### src/rtl/serial_add_pkg.sv
// rtl/serial_add_pkg.sv - shared types and constants for the bit-serial adder controller
package serial_add_pkg;

    localparam int DEFAULT_WIDTH = 8;

    typedef enum logic [1:0] {
        ST_IDLE  = 2'd0,
        ST_SHIFT = 2'd1,
        ST_DONE  = 2'd2
    } state_t;

endpackage

### src/rtl/Add_full.sv
// rtl/Add_full.sv - one-bit full-adder cell
module Add_full (
    output logic soma,
    output logic cout,
    input  logic a,
    input  logic b,
    input  logic cin
);

    // Sum and majority carry of the three input bits
    assign soma = a ^ b ^ cin;
    assign cout = (a & b) | (a & cin) | (b & cin);

endmodule

### src/rtl/serial_add_ctrl.sv
// rtl/serial_add_ctrl.sv - bit-serial adder: one full-adder cell reused LSB first over WIDTH cycles
module serial_add_ctrl
    import serial_add_pkg::*;
#(
    parameter int WIDTH = DEFAULT_WIDTH
) (
    input  logic             clk,
    input  logic             rst,
    input  logic             start,
    input  logic [WIDTH-1:0] a,
    input  logic [WIDTH-1:0] b,
    input  logic             cin,
    output logic             busy,
    output logic             done,
    output logic [WIDTH-1:0] soma,
    output logic             cout
);

    // Counter only needs to reach WIDTH-1, so it never wraps inside an operation.
    localparam int CW = (WIDTH > 1) ? $clog2(WIDTH) : 1;
    localparam logic [CW-1:0] LAST_BIT = CW'(WIDTH - 1);

    state_t           state;
    logic [WIDTH-1:0] op_a;
    logic [WIDTH-1:0] op_b;
    logic [WIDTH-1:0] result;
    logic [WIDTH-1:0] result_next;
    logic             carry;
    logic [CW-1:0]    cnt;
    logic             fa_sum;
    logic             fa_cout;

    Add_full u_fa (
        .soma (fa_sum),
        .cout (fa_cout),
        .a    (op_a[cnt]),
        .b    (op_b[cnt]),
        .cin  (carry)
    );

    // Partial result with the current bit slot filled in by the adder cell
    always_comb begin
        result_next      = result;
        result_next[cnt] = fa_sum;
    end

    // Sequencer: capture operands, walk the bits, publish the result once
    always_ff @(posedge clk or posedge rst) begin
        if (rst) begin
            state  <= ST_IDLE;
            op_a   <= '0;
            op_b   <= '0;
            carry  <= 1'b0;
            result <= '0;
            cnt    <= '0;
            soma   <= '0;
            cout   <= 1'b0;
        end else begin
            case (state)
                ST_IDLE: begin
                    if (start) begin
                        op_a   <= a;
                        op_b   <= b;
                        carry  <= cin;
                        result <= '0;
                        cnt    <= '0;
                        state  <= ST_SHIFT;
                    end
                end
                ST_SHIFT: begin
                    result <= result_next;
                    carry  <= fa_cout;
                    if (cnt == LAST_BIT) begin
                        soma  <= result_next;
                        cout  <= fa_cout;
                        state <= ST_DONE;
                    end else begin
                        cnt <= cnt + 1'b1;
                    end
                end
                ST_DONE: begin
                    state <= ST_IDLE;
                end
                default: begin
                    state <= ST_IDLE;
                end
            endcase
        end
    end

    // Status flags follow directly from the registered state
    assign busy = (state == ST_SHIFT);
    assign done = (state == ST_DONE);

endmodule

### config.mk
export PLATFORM = sky130hd
export DESIGN_NAME = serial_add_ctrl
export DESIGN_NICKNAME = d
export VERILOG_FILES = /design/src/rtl/serial_add_pkg.sv /design/src/rtl/Add_full.sv /design/src/rtl/serial_add_ctrl.sv
export SDC_FILE = /design/constraint.sdc
export NUM_CORES = 1
export LEC_CHECK = 0
export ABC_AREA = 1
export CORE_ASPECT_RATIO = 0.7
export CORE_UTILIZATION = 45
export CTS_CLUSTER_SIZE = 14
export DETAILED_ROUTE_END_ITERATION = 16
export PLACE_DENSITY_LB_ADDON = 0.08
export SLEW_MARGIN = 20
export SYNTH_ARGS = -nofsm -noshare
export SYNTH_HDL_FRONTEND = slang
export SYNTH_SLANG_ARGS = --single-unit
### constraint.sdc
create_clock -name clk -period 4.91 [get_ports clk]
set_input_delay 0.982 -clock clk [delete_from_list [all_inputs] [get_ports clk]]
set_output_delay 0.982 -clock clk [all_outputs]
set_load 0.1 [all_outputs]
==> results.yml <==
placed_design:
  dp_hpwl_um: 2570
  numPortBuffers: 30
  gp_congestion: 0.739
  postPlaceCellArea_um2: 2250
  pre_cts_ws_ps: 2140
sta:
  min_period_ps: 3080
  setup_ws_ps: 1830
  fin_setup_tns_ps: 0
  maxSlewHeadroom: 0.347
  setup_viol: 0
  tightest_slew_ps: 977
  finalCritPeriodShare: 0.627
  hold_viol_final: 0
  finClkSkew_ps: 5.07
  rsz0062_at_grt: "false"
  clock.fmax_mhz: 325
  drv_slew: 0
clocking:
  path_clk_slew_ps: 80
  cts_setup_buffers: 0
  cts_resized: 0
  clkLatencyLatePin_ps: 290
  cts.sinks: 39
  cts_buffer_depth: 2
  clockRootBuffer: "clkbuf_8"
  cts_tree: "built"
  htreeDepth: 2
  holdBufCountCts: 0
  cts_buffers: 5
setup_path:
  slowest_stage: "clkdlybuf4s50_1"
  critPathTopFamily: "buffers and inverters"
  rr_endpoint: "result[7]"
  rr_worst_depth: 12
  rr_startpoint: "cnt[0]"
  r2r_slack_ps: 2170
  critPathKind: "reg -> out"
  startpoint_type: "flop"
  critical_path_required_ps: 3930
  arrival_ps: 2100
  crit_fanout: 8
  cp_slowest_stage_delay_ps: 1160
  crit_path_end_kind: "primary output"
  path_cells: "nor2_8 -> clkdlybuf4s50_1"
  path_buf_inv: 1
finish:
  syn_to_final_growth_pct: 23.4
  num-nets-final: 296
  insertedDiodeCount: 0
  multi_input_area_um2: 805
  n_fill_cell: 383
  seq_area_um2: 976
  postLayoutCellArea_um2: 2360
  drive_above_1_share: 0.0730
die:
  io_pins: 31
  core_um2: 3990
  die-area_um2: 4530
  placementRows: 19
  die_x_um: 80.0
  chipHeight_um: 56.6
  start_util: 0.480
global_route:
  overflow: 0
  antenna_found_initial: 0
  first_global_vias: 1529
  grt_first_pass_wirelength_um: 6690
  grt_max_degree: 40
  grt_use_total: 0.194
detailed_routing:
  postRouteAntennaNets: 0
  routed_via_density: 4.81
  drt_iter0_drc: 98
  route.detailed.drc: 0
  routed_wl_um: 3720
  first_pass_iters: 4
  wire_per_inst_um: 11.4
  num_vias: 1569
synth:
  post_synth.cell_area_avg_um2: 7.95
  ys_seq_area_frac: 0.509
  ys_ff_latch: 39
  ys_types: 23
  yosysWarnings: 0
  synth_cells: 241
  mappedNetlistArea_um2: 1920
  syn_nets: 264
min_path:
  min_from: "result[0]"
  min_to: "result[0]"
  whs_path_depth: 2
  hold_path.class: "reg -> reg"
run_status:
  status: "finished, final reports clean"
job:
  max_cap_viol_count: 0
-- cell usage in the layout, fill, tap and decap left out, types with 2 or more instances in the layout --
cell type,instances
o21ai_0,11
inv_4,3
clkdlybuf4s50_1,30
nand3_1,11
nor2_8,2
inv_1,17
nand2_1,129
dfrtp_1,39
o21ai_1,4
o211ai_1,6
clkinv_1,2
clkbuf_8,6
ha_1,2
-- kinds of logic after synthesis --
kind of cell	share of synthesized area
DFF	0.509
and+or+nand+nor	0.329
AOI/OAI and AO/OA	0.0673
buffers and inverters	0.0705
adders and majority gates	0.0235
-- final cells by class --
| cell class | instances | share of cell area |
|---|---|---|
| clock buffers | 6 | 0.0349 |
| clock inverters | 2 | 0.0148 |
| inverters | 23 | 0.0397 |
| multi-input cells | 173 | 0.340 |
| flip-flops and latches | 39 | 0.413 |
| well taps | 52 | 0.0275 |
| repair buffers | 31 | 0.130 |
-- state kept, by name, summed over array words and instances (netlist names) --
register	flops
carry	1
op_b	8
cout	1
result	8
op_a	8
state	2
cnt	3
soma	8
-- how the worst max path moves through the flow --
stage	depth (start not counted)	to	from
6_report	2	busy	state[1]
5_1_grt	12	result[7]	cnt[0]
4_1_cts	2	busy	state[1]
3_5_place_dp	2	busy	state[1]
3_3_place_gp	2	busy	state[1]
2_1_floorplan	2	done	state[1]
-- Yosys cell counts (all sizes together) --
library cell    n  area share
buf             6       0.022
dfrtp          39        0.51
or2             1      0.0033
nor2            4       0.029
ha              2       0.013
clkinv          2      0.0039
nand3          12       0.038
o21ai          16       0.044
o211ai          6       0.024
inv            21       0.045
nand4           1      0.0033
nand2         130        0.26
fa              1       0.010
-- routing by layer --
layer | vias to the layer above | global-route usage | wire (um)
li1 | 814 | - | -
met1 | 724 | 0.280 | 2000
met2 | 29 | 0.280 | 1550
met3 | 2 | 0.0569 | 146
met4 | 0 | 0.0612 | 19
met5 | - | 0 | 0
-- stage by stage --
stage                     utilization  hold WS (ps)  cells
after floorplan                     -           449    241
after global placement          0.563           463    318
after detailed placement        0.563           465    318
after CTS                       0.592           486    326
after global routing            0.592           505    326
final                           0.592           480    326
-- worst reg2reg max path, delay by kind of cell, from the launching register on --
family / cells / cell delay [ps]
adders and majority gates: 1 / 520
and+or+nand+nor: 6 / 420
buffers and inverters: 3 / 700
AOI/OAI and AO/OA: 2 / 450
DFF: 1 / 540
Power is left out: the tool's default activity adds up to more than one toggle a clock period on the data nets, which glitch-free logic cannot reach.
